--- config.mk ---
export PLATFORM = sky130hd
export DESIGN_NAME = led_pwm_array
export DESIGN_NICKNAME = d
export VERILOG_FILES = /design/src/rtl/led_driver_pkg.sv /design/src/rtl/led_pwm_timebase.sv /design/src/rtl/led_pwm_array.sv
export SDC_FILE = /design/constraint.sdc
export NUM_CORES = 1
export LEC_CHECK = 0
export ABC_AREA = 1
export CELL_PAD_IN_SITES_DETAIL_PLACEMENT = 1
export CELL_PAD_IN_SITES_GLOBAL_PLACEMENT = 1
export CORE_MARGIN = 8
export CORE_UTILIZATION = 48
export CTS_BUF_LIST = sky130_fd_sc_hd__clkbuf_4 sky130_fd_sc_hd__clkbuf_8
export DETAILED_ROUTE_END_ITERATION = 16
export PLACE_DENSITY_LB_ADDON = 0.1
export SYNTH_ARGS = -nofsm -noshare
export SYNTH_HDL_FRONTEND = slang
export SYNTH_HIERARCHICAL = 1
export SYNTH_SLANG_ARGS = --single-unit
--- constraint.sdc ---
create_clock -name clk -period 2.8 [get_ports clk]
set_input_delay 0.42 -clock clk [delete_from_list [all_inputs] [get_ports clk]]
set_output_delay 0.42 -clock clk [all_outputs]
set_load 0.005 [all_outputs]
--- src/rtl/led_driver_pkg.sv ---
// Shared types and helpers for the LED PWM driver: MODE register layout,
// per-LED output select encoding and the register address map.
package led_driver_pkg;

    localparam logic [7:0] MODE_RESET = 8'h10;

    typedef struct packed {
        logic       auto_increment;
        logic       reserved6;
        logic       dim_blink;
        logic       sleep;
        logic       output_change;
        logic       invert;
        logic [1:0] reserved;
    } reg_mode_t;

    typedef enum logic [1:0] {
        LED_OFF        = 2'd0,
        LED_ON         = 2'd1,
        LED_INDIVIDUAL = 2'd2,
        LED_GROUP      = 2'd3
    } led_out_enum_t;

    typedef enum logic [2:0] {
        REG_MODE,
        REG_PWM,
        REG_GRPPWM,
        REG_GRPFREQ,
        REG_LEDOUT
    } reg_kind_t;

    // Address of a register of the given kind; idx selects the LED for PWM
    // registers and the byte for LEDOUT registers.
    function automatic int reg_addr_f(reg_kind_t kind, int idx, int num_leds);
        case (kind)
            REG_MODE:    return 0;
            REG_PWM:     return 1 + idx;
            REG_GRPPWM:  return num_leds + 1;
            REG_GRPFREQ: return num_leds + 2;
            REG_LEDOUT:  return num_leds + 3 + idx;
            default:     return 0;
        endcase
    endfunction

endpackage

--- src/rtl/led_pwm_timebase.sv ---
// PWM timebase: fast counter pcnt, group counter gcnt and blink divider fdiv.
// All counters are held at zero while asleep so that wake-up starts a fresh period.
module led_pwm_timebase
    import led_driver_pkg::*;
#(
    parameter int PWM_BITS  = 8,
    parameter int DATA_BITS = 8
) (
    input  logic                 clk,
    input  logic                 reset,
    input  logic                 sleep_i,
    input  logic                 blink_i,
    input  logic [DATA_BITS-1:0] grpfreq_i,
    input  logic [PWM_BITS-1:0]  grp_duty_i,
    output logic [PWM_BITS-1:0]  pcnt_o,
    output logic                 pwrap_o,
    output logic                 group_on_o
);

    logic [PWM_BITS-1:0]  pcnt_q, pcnt_d;
    logic [PWM_BITS-1:0]  gcnt_q, gcnt_d;
    logic [DATA_BITS-1:0] fdiv_q, fdiv_d;
    logic                 period_end;

    // Next-state for the counters: gcnt steps once per PWM period in dim mode,
    // or once per (GRPFREQ+1) periods in blink mode.
    always_comb begin
        period_end = (pcnt_q == {PWM_BITS{1'b1}});
        pcnt_d     = pcnt_q + PWM_BITS'(1);
        gcnt_d     = gcnt_q;
        fdiv_d     = fdiv_q;
        if (!blink_i || (fdiv_q > grpfreq_i)) begin
            fdiv_d = '0;
        end
        if (period_end) begin
            if (blink_i) begin
                if (fdiv_q >= grpfreq_i) begin
                    fdiv_d = '0;
                    gcnt_d = gcnt_q + PWM_BITS'(1);
                end else begin
                    fdiv_d = fdiv_q + DATA_BITS'(1);
                end
            end else begin
                gcnt_d = gcnt_q + PWM_BITS'(1);
            end
        end
        if (sleep_i) begin
            pcnt_d = '0;
            gcnt_d = '0;
            fdiv_d = '0;
        end
    end

    // Counter state registers.
    always_ff @(posedge clk or negedge reset) begin
        if (!reset) begin
            pcnt_q <= '0;
            gcnt_q <= '0;
            fdiv_q <= '0;
        end else begin
            pcnt_q <= pcnt_d;
            gcnt_q <= gcnt_d;
            fdiv_q <= fdiv_d;
        end
    end

    assign pcnt_o     = pcnt_q;
    assign pwrap_o    = period_end & ~sleep_i;
    assign group_on_o = (gcnt_q < grp_duty_i);

endmodule

--- src/rtl/led_pwm_array.sv ---
// N-channel LED PWM controller: register file, shadow copies, per-LED output
// mux and the bus read path. Timing comes from led_pwm_timebase.
module led_pwm_array
    import led_driver_pkg::*;
#(
    parameter int NUM_LEDS  = 4,
    parameter int PWM_BITS  = 8,
    parameter int DATA_BITS = 8,
    parameter int ADDR_BITS = 5
) (
    input  logic                 clk,
    input  logic                 reset,
    input  logic                 sleep,
    input  logic [ADDR_BITS-1:0] bus_addr,
    input  logic                 bus_w_en,
    input  logic                 bus_r_en,
    input  logic [DATA_BITS-1:0] bus_wdata,
    output logic [DATA_BITS-1:0] bus_rdata,
    output logic                 bus_rvalid,
    output logic [NUM_LEDS-1:0]  led_out
);

    localparam int NUM_LEDOUT = (NUM_LEDS + 3) / 4;

    reg_mode_t            mode_q, mode_d;
    logic [DATA_BITS-1:0] pwm_q [NUM_LEDS];
    logic [DATA_BITS-1:0] pwm_d [NUM_LEDS];
    logic [DATA_BITS-1:0] grppwm_q, grppwm_d;
    logic [DATA_BITS-1:0] grpfreq_q, grpfreq_d;
    logic [7:0]           ledout_q [NUM_LEDOUT];
    logic [7:0]           ledout_d [NUM_LEDOUT];

    logic [DATA_BITS-1:0] pwm_sh_q [NUM_LEDS];
    logic [DATA_BITS-1:0] pwm_sh_d [NUM_LEDS];
    logic [DATA_BITS-1:0] grppwm_sh_q, grppwm_sh_d;
    logic [7:0]           ledout_sh_q [NUM_LEDOUT];
    logic [7:0]           ledout_sh_d [NUM_LEDOUT];

    logic [DATA_BITS-1:0] pwm_eff [NUM_LEDS];
    logic [DATA_BITS-1:0] grppwm_eff;
    logic [7:0]           ledout_eff [NUM_LEDOUT];

    logic [PWM_BITS-1:0]  duty [NUM_LEDS];
    logic [NUM_LEDS-1:0]  ind_on, raw_on;
    led_out_enum_t        led_sel [NUM_LEDS];

    logic [DATA_BITS-1:0] rdata_q, rdata_d, rd_mux;
    logic                 rvalid_q, rvalid_d;
    logic [NUM_LEDS-1:0]  led_out_q, led_out_d;

    logic                 sleep_eff;
    logic [PWM_BITS-1:0]  pcnt;
    logic                 pwrap;
    logic                 group_on;

    assign sleep_eff = sleep | mode_q.sleep;

    led_pwm_timebase #(
        .PWM_BITS  (PWM_BITS),
        .DATA_BITS (DATA_BITS)
    ) u_timebase (
        .clk        (clk),
        .reset      (reset),
        .sleep_i    (sleep_eff),
        .blink_i    (mode_q.dim_blink),
        .grpfreq_i  (grpfreq_q),
        .grp_duty_i (grppwm_eff[DATA_BITS-1 -: PWM_BITS]),
        .pcnt_o     (pcnt),
        .pwrap_o    (pwrap),
        .group_on_o (group_on)
    );

    // Register write decode; unmapped addresses fall through untouched.
    always_comb begin
        mode_d    = mode_q;
        pwm_d     = pwm_q;
        grppwm_d  = grppwm_q;
        grpfreq_d = grpfreq_q;
        ledout_d  = ledout_q;
        if (bus_w_en) begin
            if (bus_addr == ADDR_BITS'(reg_addr_f(REG_MODE, 0, NUM_LEDS)))
                mode_d = reg_mode_t'(bus_wdata[7:0]);
            for (int i = 0; i < NUM_LEDS; i++)
                if (bus_addr == ADDR_BITS'(reg_addr_f(REG_PWM, i, NUM_LEDS)))
                    pwm_d[i] = bus_wdata;
            if (bus_addr == ADDR_BITS'(reg_addr_f(REG_GRPPWM, 0, NUM_LEDS)))
                grppwm_d = bus_wdata;
            if (bus_addr == ADDR_BITS'(reg_addr_f(REG_GRPFREQ, 0, NUM_LEDS)))
                grpfreq_d = bus_wdata;
            for (int k = 0; k < NUM_LEDOUT; k++)
                if (bus_addr == ADDR_BITS'(reg_addr_f(REG_LEDOUT, k, NUM_LEDS)))
                    ledout_d[k] = bus_wdata[7:0];
        end
    end

    // Programmed register file.
    always_ff @(posedge clk or negedge reset) begin
        if (!reset) begin
            mode_q    <= reg_mode_t'(MODE_RESET);
            pwm_q     <= '{default: '0};
            grppwm_q  <= '0;
            grpfreq_q <= '0;
            ledout_q  <= '{default: '0};
        end else begin
            mode_q    <= mode_d;
            pwm_q     <= pwm_d;
            grppwm_q  <= grppwm_d;
            grpfreq_q <= grpfreq_d;
            ledout_q  <= ledout_d;
        end
    end

    // Shadows follow the registers every cycle unless output_change defers
    // the copy to the end of a PWM period; the output mux picks which to use.
    always_comb begin
        pwm_sh_d    = pwm_sh_q;
        grppwm_sh_d = grppwm_sh_q;
        ledout_sh_d = ledout_sh_q;
        if (!mode_q.output_change || pwrap) begin
            pwm_sh_d    = pwm_q;
            grppwm_sh_d = grppwm_q;
            ledout_sh_d = ledout_q;
        end
        for (int i = 0; i < NUM_LEDS; i++)
            pwm_eff[i] = mode_q.output_change ? pwm_sh_q[i] : pwm_q[i];
        for (int k = 0; k < NUM_LEDOUT; k++)
            ledout_eff[k] = mode_q.output_change ? ledout_sh_q[k] : ledout_q[k];
        grppwm_eff = mode_q.output_change ? grppwm_sh_q : grppwm_q;
    end

    // Shadow registers.
    always_ff @(posedge clk or negedge reset) begin
        if (!reset) begin
            pwm_sh_q    <= '{default: '0};
            grppwm_sh_q <= '0;
            ledout_sh_q <= '{default: '0};
        end else begin
            pwm_sh_q    <= pwm_sh_d;
            grppwm_sh_q <= grppwm_sh_d;
            ledout_sh_q <= ledout_sh_d;
        end
    end

    // Per-LED output select, polarity and sleep override.
    always_comb begin
        led_out_d = '0;
        ind_on    = '0;
        raw_on    = '0;
        for (int i = 0; i < NUM_LEDS; i++) begin
            duty[i]    = pwm_eff[i][DATA_BITS-1 -: PWM_BITS];
            ind_on[i]  = (duty[i] == {PWM_BITS{1'b1}}) || (pcnt < duty[i]);
            led_sel[i] = led_out_enum_t'(ledout_eff[i / 4][(i % 4) * 2 +: 2]);
            case (led_sel[i])
                LED_OFF:        raw_on[i] = 1'b0;
                LED_ON:         raw_on[i] = 1'b1;
                LED_INDIVIDUAL: raw_on[i] = ind_on[i];
                LED_GROUP:      raw_on[i] = ind_on[i] & group_on;
                default:        raw_on[i] = 1'b0;
            endcase
            led_out_d[i] = raw_on[i] ^ mode_q.invert;
        end
        if (sleep_eff)
            led_out_d = {NUM_LEDS{mode_q.invert}};
    end

    // Read mux returns the programmed values, never the shadows.
    always_comb begin
        rd_mux = '0;
        if (bus_addr == ADDR_BITS'(reg_addr_f(REG_MODE, 0, NUM_LEDS)))
            rd_mux = DATA_BITS'(mode_q);
        for (int i = 0; i < NUM_LEDS; i++)
            if (bus_addr == ADDR_BITS'(reg_addr_f(REG_PWM, i, NUM_LEDS)))
                rd_mux = pwm_q[i];
        if (bus_addr == ADDR_BITS'(reg_addr_f(REG_GRPPWM, 0, NUM_LEDS)))
            rd_mux = grppwm_q;
        if (bus_addr == ADDR_BITS'(reg_addr_f(REG_GRPFREQ, 0, NUM_LEDS)))
            rd_mux = grpfreq_q;
        for (int k = 0; k < NUM_LEDOUT; k++)
            if (bus_addr == ADDR_BITS'(reg_addr_f(REG_LEDOUT, k, NUM_LEDS)))
                rd_mux = DATA_BITS'(ledout_q[k]);
        rdata_d  = bus_r_en ? rd_mux : rdata_q;
        rvalid_d = bus_r_en;
    end

    // Registered read data, valid strobe and LED drive.
    always_ff @(posedge clk or negedge reset) begin
        if (!reset) begin
            rdata_q   <= '0;
            rvalid_q  <= 1'b0;
            led_out_q <= '0;
        end else begin
            rdata_q   <= rdata_d;
            rvalid_q  <= rvalid_d;
            led_out_q <= led_out_d;
        end
    end

    assign bus_rdata  = rdata_q;
    assign bus_rvalid = rvalid_q;
    assign led_out    = led_out_q;

endmodule

==> results of run 1 <==
-- routing by layer --
layer  wire length (um)  track usage [%]  vias to the layer above
met5                  0                0                        -
met2              11400             37.8                      140
met1              11900             33.2                     3586
li1                   -                -                     3518
met3               1010             3.91                       26
met4                340             6.22                        0
-- kinds of logic (layout without fill, tap and decap cells) --
family / count (synthesis) / count (layout)
and+or+nand+nor: 458 / 458
AOI/OAI and AO/OA: 231 / 231
buffers and inverters: 175 / 221
DFF: 149 / 149
adders and majority gates: 46 / 46
xor gates and xnor gates: 10 / 10
-- cells in the final DEF (no fill, tap or decap), drive strengths merged, types with 2 or more instances in the layout --
| master | Yosys | final |
|---|---|---|
| o2111ai | 3 | 3 |
| xor2 | 10 | 10 |
| o221ai | 4 | 4 |
| clkinv | 1 | 7 |
| o21ai | 165 | 165 |
| nand2 | 329 | 329 |
| a21o | 2 | 2 |
| or2 | 2 | 2 |
| clkbuf | 15 | 17 |
| dfrtp | 148 | 148 |
| clkinvlp | 0 | 2 |
| o31a | 4 | 4 |
| ha | 46 | 46 |
| nand3 | 33 | 33 |
| buf | 19 | 18 |
| a21oi | 50 | 50 |
| inv | 140 | 147 |
| clkdlybuf4s50 | 0 | 29 |
| nand4 | 21 | 21 |
| nor3 | 11 | 11 |
| nor2 | 60 | 60 |
-- report_power, final --
| group | internal [mW] | leakage (nW) | switching, mW |
|---|---|---|---|
| Clock | 0.651 | 0.186 | 0.975 |
| Sequential | 2.54 | 1.95 | 0.308 |
| Combinational | 0.581 | 2.40 | 1.09 |
-- flip-flops by register name (all words and copies together), names as in the netlist --
signal,flops
u_timebase/pcnt_o,8
pwm_sh_q,32
mode_q,8
ledout_sh_q,8
u_timebase/gcnt_q,8
u_timebase/fdiv_q,8
led_out,4
grpfreq_q,8
ledout_q,8
bus_rvalid,1
pwm_q,32
grppwm_q,8
grppwm_sh_q,8
bus_rdata,8
-- per-stage QoR --
stage	std cells	hold WS (ps)	util (%)	area, um^2
global route	1340	455	53.9	9190
detailed placement	1307	368	51.6	8800
finish	1340	442	53.9	9190
global placement	1307	372	51.6	8800
CTS	1340	405	53.8	9180
floorplan	1069	124	-	8230
-- Yosys cell counts (2+ instances only) --
| cell | instances |
|---|---|
| clkbuf_1 | 15 |
| dfrtp_1 | 148 |
| nor3_4 | 2 |
| o21ai_1 | 5 |
| o21ai_0 | 157 |
| nor2_1 | 55 |
| o21ai_2 | 3 |
| buf_4 | 4 |
| ha_1 | 46 |
| nand3_1 | 33 |
| nor3_1 | 8 |
| inv_1 | 135 |
| nand4_1 | 20 |
| a21oi_1 | 50 |
| inv_2 | 5 |
| buf_6 | 5 |
| a21o_1 | 2 |
| nor2_2 | 5 |
| xor2_1 | 10 |
| o31a_1 | 4 |
| nand2_1 | 326 |
| buf_2 | 10 |
| o2111ai_1 | 3 |
| o221ai_1 | 4 |
| nand2_2 | 3 |
-- repair_timing --
action	in CTS	in global routing
resized for setup	0	1
hold buffers	1	0
endpoints found under the hold margin	40	0
endpoints found under the setup margin	0	1
-- area by class of cell --
cell class	count	area, um^2	area share, %
sequential	149	3730	40.6
tap	225	282	3.06
inverter	141	529	5.76
clock buffer	17	234	2.55
clock inverter	15	140	1.53
timing repair buffer	48	493	5.37
multi-input combinational	745	3780	41.1
-- final timing paths --
| kind | from | endpoint | slack [ps] |
|---|---|---|---|
| max in group asynchronous | reset | mode_q[3] | 1680 |
| worst min-delay path | reset | pwm_q[26] | 440 |
| worst max register to register | mode_q[3] | led_out[1] | 210 |
| worst max-delay path | mode_q[3] | led_out[1] | 210 |
| worst min register to register | bus_rdata[0] | bus_rdata[0] | 490 |
| min in group clk | bus_r_en | bus_rvalid | 460 |
==> impl_metrics.yaml, run 1 <==
synth:
  synthXorXnorAreaFrac_pct: 1.06
  synth_edf_count: 0
  ys_seq_area_share_pct: 45.3
  synthSimpleGateAreaFrac_pct: 23.0
  yosys.area_share.adder_pct: 7.00
  synthArstFlopShare_pct: 100
  synth_mux_area_share_pct: 0
  synth_cell_types: 36
  yosysTopAreaCell: "dfrtp_1"
  syn_inst: 1069
  synthFlopType: "dfrtp_1"
  synth_top_cell_area_share_pct: 45.0
  ys_seq_elements: 149
  yosys_warnings: 6
  synth_nets: 1133
  syn_avg_cell_area_um2: 7.70
  syn_area_um2: 8230
  synth_compound_area_share_pct: 14.8
  synthTopCellsByArea: "dfrtp_1 (45%), nand2_1 (15%), o21ai_0 (9.5%)"
  synth_top_family_by_area: "simple AND/OR/NAND/NOR gates"
sta:
  slew_violations: 0
  setup_viol: 0
  hold_viol: 0
  period_needed_ps: 2590
  worst_pin_slew_ps: 546
  fmax_ghz: 0.386
  skew_ps: 12.3
  final.setup.worst_slack_ps: 212
  maxSlewHeadroom_pct: 63.5
  period_share_pct: 92.4
  setup_tns_ps: 0
  rsz0062_at_grt: "no"
grt:
  antenna_found_initial: 0
  grt_pass1_wl_um: 40500
  grt_use_total_pct: 23.8
  first_global_vias: 7413
  overflow: 0
  grt_max_degree: 76
detailed_routing:
  wirelength_um: 24700
  route.detailed.drc: 0
  ant_nets: 0
  drt_iter0_drc: 409
  avgRoutedWirePerCell_um: 18.4
  via_per_inst: 5.43
  dr.pass1.iters: 4
  num_vias: 7270
clocking:
  cts_setup_buffers: 0
  cts_tree: "yes"
  clockBufferDepth: 2
  cts.htree.levels: 4
  clk_pin_slew_worst_paths_ps: 100
  cts-root-buf: "clkbuf_8"
  numCtsBuffers: 17
  clock-sinks: 149
  insertion_delay_ps: 470
place:
  port-buffer-count: 30
  place.gp.congestion: 0.888
  dp_hpwl_um: 18000
  place_ws_ps: 254
setup_path:
  cp_common_cell: "nand2_1"
  crit_slowest_cell: "dfrtp_2"
  cp.required_ps: 3160
  crit_chain: "inv_2 -> nand2_1 -> o21ai_0 -> inv_1 -> ha_1 -> a21oi_1 -> o21ai_0 -> a21oi_1 -> inv_1 -> a21oi_1 -> nand2_1 -> nand2_1 -> nand2_1 -> nand2_1 -> nand2_1"
  worst-path-buf-inv: 3
  cp-start-kind: "register"
  critical_path_cell_count: 15
  end_kind: "register"
  critPathKind: "reg2reg"
  r2r_cells: 15
  worst_ep_arrival_time_ps: 2950
  crit_family: "compound AO/OA/AOI/OAI gates"
  max_stage_delay_ps: 430
  cp_max_fo: 18
die:
  fp.dieH_um: 147
  die_x_um: 147
  dieArea_um2: 21600
  io_pins: 31
  rows: 48
  start_util_pct: 48.2
  core_area_um2: 17100
min_path:
  min_path_type: "in2async"
run_status:
  outcome: "completed"
flow_run:
  drv_cap: 0
layout:
  n_fill_cell: 2206
  syn2layout_area_growth_pct: 11.6
  drive_gt1_share_pct: 6.64
  final_nets: 1166
  antennaDiodeCount: 0
pwr:
  worst_ir_drop_vdd_v: 0.000347
  power_density_nw_per_um2: 669
  power.leakage_nw: 4.53
  finalPower_mw: 6.14
Note: power is estimated with default switching activity, not from simulation.
==> run 2, diff against run 1 <==
--- a/config.mk
+++ b/config.mk
@@ -8,7 +8,8 @@
 export ABC_AREA = 1
 export CELL_PAD_IN_SITES_DETAIL_PLACEMENT = 1
 export CELL_PAD_IN_SITES_GLOBAL_PLACEMENT = 1
-export CORE_MARGIN = 8
+export CORE_ASPECT_RATIO = 1.25
+export CORE_MARGIN = 2
 export CORE_UTILIZATION = 48
 export CTS_BUF_LIST = sky130_fd_sc_hd__clkbuf_4 sky130_fd_sc_hd__clkbuf_8
 export DETAILED_ROUTE_END_ITERATION = 16
==> run 2 against run 1 <==
Effect of this change: worst setup slack better by 63 ps; first-iteration DRC count fell by 23%; die area down 16%; maximum frequency increased by 2.5%; register-to-register slack improved by 60 ps; cell count decreased by 0.52%; hold slack better by 27 ps; non-clock buffer count is 2 lower; global-route usage grew 4.3 points; core utilization increased by 0.81 points; combinational power about the same; sequential power about the same; critical path type unchanged; critical endpoint is now led_out[2]; largest power group unchanged.
==> impl_metrics.yaml, run 2 (synthesized netlist as in run 1, its figures left out) <==
clocking:
  cts-root-buf: "clkbuf_8"
  cts_tree: "yes"
  cts.htree.levels: 4
  clk_pin_slew_worst_paths_ps: 90
  clock-sinks: 149
  insertion_delay_ps: 470
  numCtsBuffers: 17
  clockBufferDepth: 2
  cts_setup_buffers: 0
sta:
  setup_tns_ps: 0
  hold_viol: 0
  period_needed_ps: 2520
  skew_ps: 14.8
  slew_violations: 0
  period_share_pct: 90.2
  setup_viol: 0
  worst_pin_slew_ps: 678
  fmax_ghz: 0.396
  rsz0062_at_grt: "no"
  maxSlewHeadroom_pct: 54.8
pwr:
  finalPower_mw: 6.17
  power.leakage_nw: 4.53
  worst_ir_drop_vdd_v: 0.000441
  power_density_nw_per_um2: 672
detailed_routing:
  wl_met2_um: 12800
  drt_iter0_drc: 313
  route.detailed.drc: 0
  dr.pass1.iters: 5
  num_vias: 7272
  wl_met3_um: 570
  ant_nets: 0
  wirelength_um: 24100
  avgRoutedWirePerCell_um: 18.1
  wirelength_met1_um: 10300
  top_layer_used: "met4"
  via_per_inst: 5.46
place:
  placedCellCount: 1300
  port-buffer-count: 30
  dp_hpwl_um: 17500
  place.gp.congestion: 0.827
  postPlaceCellArea_um2: 8780
layout:
  multi_input_area_um2: 3780
  drive_gt1_share_pct: 6.56
  final_cell_mix: "nand2_1 (326), o21ai_0 (157), dfrtp_1 (147), inv_1 (135), nor2_1 (55)"
  seq_area_um2: 3730
  n_fill_cell: 2125
  final_common_cell: "nand2_1"
  syn2layout_area_growth_pct: 11.5
  finalInstanceArea_um2: 9170
  antennaDiodeCount: 0
  fin_util_pct: 54.7
  fin_cells: 1333
  final_nets: 1164
  largest_registers: "pwm_q: 32 flops, pwm_sh_q: 32 flops"
grt:
  overflow: 0
  grt_max_degree: 97
  grt_use_total_pct: 28.1
  antenna_found_initial: 0
  grt_pass1_wl_um: 39200
  first_global_vias: 7510
setup_path:
  worst_ep_arrival_time_ps: 2880
  critPathKind: "reg2reg"
  r2r-start: "mode_q[3]"
  cp-start-kind: "register"
  cp.required_ps: 3160
  cp_max_fo: 18
  end_kind: "register"
  critPathLaunch: "mode_q[3]"
  r2r_cells: 15
die:
  dieArea_um2: 18200
  rows: 53
  die_x_um: 121
  start_util_pct: 49.0
  core_area_um2: 16800
  io_pins: 31
  fp.dieH_um: 150
run_status:
  outcome: "completed"
min_path:
  min_delay_path_depth: 1
  min_path_type: "in2reg"
  min_from: "bus_r_en"
flow_run:
  drv_cap: 0
run 2: final timing paths:
| path | slack (ps) | end |
|---|---|---|
| setup / recovery | 280 | led_out[2] |
| hold / removal | 470 | bus_rvalid |
| setup reg to reg | 280 | led_out[2] |
| hold reg to reg | 490 | bus_rdata[4] |
| max in group asynchronous | 1530 | mode_q[4] |
| min in group asynchronous | 540 | u_timebase/pcnt_o[3] |
run 2: metrics by stage:
| stage | worst slack [ps] | hold slack, ps |
|---|---|---|
| 3_5_place_dp | 227 | 472 |
| 5_1_grt | 60.7 | 469 |
| 3_3_place_gp | 334 | 467 |
| 2_1_floorplan | 510 | 124 |
| 6_report | 275 | 469 |
| 4_1_cts | 168 | 454 |
run 2: what timing repair did:
item                                   4_1_cts  5_1_grt
gates resized for setup                      0        1
setup endpoints to repair                    0        3
endpoints found under the hold margin       37        0
hold buffers                                 1        0
run 2: layout make-up:
cell class              instances  share of cell area, %
clock buffers                  19                   2.71
flip-flops and latches        149                   40.7
repair buffers                 46                   5.17
well taps                     220                   3.00
clock inverters                13                   1.45
multi-input cells             745                   41.2
inverters                     141                   5.77
run 2: per-layer routing:
layer | global-route usage (%) | up-vias
li1 | - | 3515
met1 | 34.6 | 3625
met2 | 51.0 | 102
met3 | 4.24 | 30
met4 | 8.02 | 0
met5 | 0 | -
run 2: report_power, final:
| part | leakage [nW] | total, mW | switching [mW] | internal (mW) |
|---|---|---|---|---|
| sequential | 1.95 | 2.85 | 0.313 | 2.54 |
| combinational | 2.39 | 1.66 | 1.08 | 0.578 |
| clock | 0.188 | 1.66 | 0.855 | 0.805 |
| total | 4.53 | 6.17 | 2.25 | 3.92 |
run 2: worst max-delay path, stage by stage (launching register included):
cell	delay (ps)
dfrtp_2	440
inv_2	230
nand2_1	110
o21ai_0	100
inv_1	70
ha_1	290
a21oi_1	140
o21ai_0	120
a21oi_2	250
inv_1	150
a21oi_1	190
nand2_1	80
nand2_1	80
nand2_1	60
nand2_1	50
nand2_1	70
==> run 3, diff against run 2 <==
--- a/config.mk
+++ b/config.mk
@@ -9,10 +9,11 @@
 export CELL_PAD_IN_SITES_DETAIL_PLACEMENT = 1
 export CELL_PAD_IN_SITES_GLOBAL_PLACEMENT = 1
 export CORE_ASPECT_RATIO = 1.25
-export CORE_MARGIN = 2
+export CORE_MARGIN = 5
 export CORE_UTILIZATION = 48
 export CTS_BUF_LIST = sky130_fd_sc_hd__clkbuf_4 sky130_fd_sc_hd__clkbuf_8
 export DETAILED_ROUTE_END_ITERATION = 16
+export MAX_ROUTING_LAYER = met4
 export PLACE_DENSITY_LB_ADDON = 0.1
 export SYNTH_ARGS = -nofsm -noshare
 export SYNTH_HDL_FRONTEND = slang
==> run 3 against run 2 <==
Effect of this change: design area up 0.14%; die area up 9.1%; sequential power about the same; hold slack worse by 66 ps; worst setup slack better by 51 ps; sequential share of layout area down 0.055 points; clock-buffer cell count up 2.
==> impl_metrics.yaml, run 3 (synthesized netlist as in run 1, its figures left out) <==
run_status:
  outcome: "completed"
pwr:
  power.leakage_nw: 4.53
  power_density_nw_per_um2: 682
  p_sw_mw: 2.27
  worst_ir_drop_vdd_v: 0.000393
  pwr-share-comb_pct: 26.4
  sw_frac_of_total_pct: 36.2
  p_int_mw: 3.99
  seq_power_share_pct: 45.6
  pwr-share-clk_pct: 28.1
clocking:
  cts-root-buf: "clkbuf_8"
  clk_pin_slew_worst_paths_ps: 80
  clock-sinks: 149
  cts_tree: "yes"
  cts_setup_buffers: 0
  clockBufferDepth: 2
  numCtsBuffers: 17
  cts.htree.levels: 4
  insertion_delay_ps: 470
grt:
  overflow: 0
  grt_pass1_wl_um: 39600
  first_global_vias: 7525
  grt_max_degree: 97
  grt_use_total_pct: 26.3
  antenna_found_initial: 0
sta:
  rsz0062_at_grt: "no"
  setup_tns_ps: 0
  skew_ps: 18.4
  worst_pin_slew_ps: 496
  slew_violations: 0
  hold_viol: 0
  maxSlewHeadroom_pct: 66.6
  fmax_ghz: 0.404
  final.setup.worst_slack_ps: 327
  period_share_pct: 88.3
  setup_viol: 0
  period_needed_ps: 2470
detailed_routing:
  drt_iter0_drc: 308
  dr.pass1.iters: 5
  avgRoutedWirePerCell_um: 18.1
  route.detailed.drc: 0
  via_per_inst: 5.43
  wirelength_um: 24200
  ant_nets: 0
  num_vias: 7248
place:
  dp_hpwl_um: 17800
  place.gp.congestion: 0.843
  port-buffer-count: 30
  place_ws_ps: 264
setup_path:
  worst_ep_arrival_time_ps: 2830
  cp-start-kind: "register"
  cp.required_ps: 3160
  cp_max_fo: 18
  critPathKind: "reg2reg"
  end_kind: "register"
die:
  dieArea_um2: 19900
  core_area_um2: 16800
  fp.dieH_um: 156
  die_x_um: 127
  io_pins: 31
  start_util_pct: 48.8
  rows: 53
layout:
  drive_gt1_share_pct: 6.64
  final_common_cell: "nand2_1"
  largest_registers: "pwm_q: 32 flops, pwm_sh_q: 32 flops"
  n_fill_cell: 2158
  antennaDiodeCount: 0
  final_nets: 1165
  syn2layout_area_growth_pct: 11.6
  final_cell_mix: "nand2_1 (326), o21ai_0 (157), dfrtp_1 (147), inv_1 (135), nor2_1 (55)"
flow_run:
  drv_cap: 0
min_path:
  min_path_type: "in2async"
-- run 3: worst max-delay path, stage by stage (launching register included) --
cell	delay, ps
dfrtp_2	450
inv_2	220
nand2_1	90
o21ai_0	90
inv_1	70
ha_1	310
a21oi_1	150
o21ai_0	110
a21oi_2	220
inv_1	140
a21oi_1	160
nand2_1	60
nand2_1	80
nand2_1	70
nand2_1	70
nand2_1	50
-- run 3: layout make-up --
class,count,area (um^2),share of cell area (%)
multi-input cells,745,3780,41.2
flip-flops and latches,149,3730,40.6
inverters,141,529,5.76
repair buffers,47,457,4.97
clock buffers,21,289,3.15
well taps,220,275,3.00
clock inverters,11,123,1.34
-- run 3: power groups by stage --
| stage | sequential [mW] | combinational [mW] | clock, mW |
|---|---|---|---|
| 3_5_place_dp | 2.89 | 1.64 | 0 |
| 4_1_cts | 2.85 | 1.67 | 1.78 |
| 2_1_floorplan | 2.76 | 1.14 | 0 |
| 3_3_place_gp | 2.88 | 1.55 | 0 |
| 5_1_grt | 2.89 | 1.91 | 1.88 |
| 6_report | 2.85 | 1.65 | 1.76 |
-- run 3: what timing repair did --
| action | in CTS | in global routing |
|---|---|---|
| endpoints found under the hold margin | 30 | 0 |
| setup endpoints to repair | 0 | 2 |
| hold buffers | 1 | 0 |
| gates resized for setup | 0 | 1 |
-- run 3: final timing paths --
kind | from | endpoint | slack, ps | cells past startpoint
hold reg to reg | bus_rdata[0] | bus_rdata[0] | 500 | 2
max in group asynchronous | reset | pwm_sh_q[29] | 1670 | 3
setup reg to reg | mode_q[3] | led_out[2] | 330 | 15
setup / recovery | mode_q[3] | led_out[2] | 330 | 15
min in group clk | bus_r_en | bus_rvalid | 480 | 1
hold / removal | reset | pwm_sh_q[3] | 400 | 2
-- run 3: stage by stage --
step	instance area [um^2]	power [mW]	hold WS [ps]	utilization, %	cells
floorplan	8230	3.90	124	-	1069
global placement	8760	4.42	334	52.0	1301
detailed placement	8760	4.53	330	52.0	1301
CTS	9180	6.30	388	54.5	1334
global route	9180	6.68	416	54.5	1334
finish	9180	6.26	403	54.5	1334
-- run 3: per-layer routing --
metal / wire length [um] / global-route usage [%] / share of wire [%] / vias to the layer above
met5: 0 / - / 0 / -
met4: 613 / 9.04 / 2.5 / 0
met3: 575 / 3.28 / 2.4 / 36
met2: 12700 / 46.1 / 52 / 92
met1: 10300 / 31.3 / 43 / 3603
li1: - / - / - / 3517
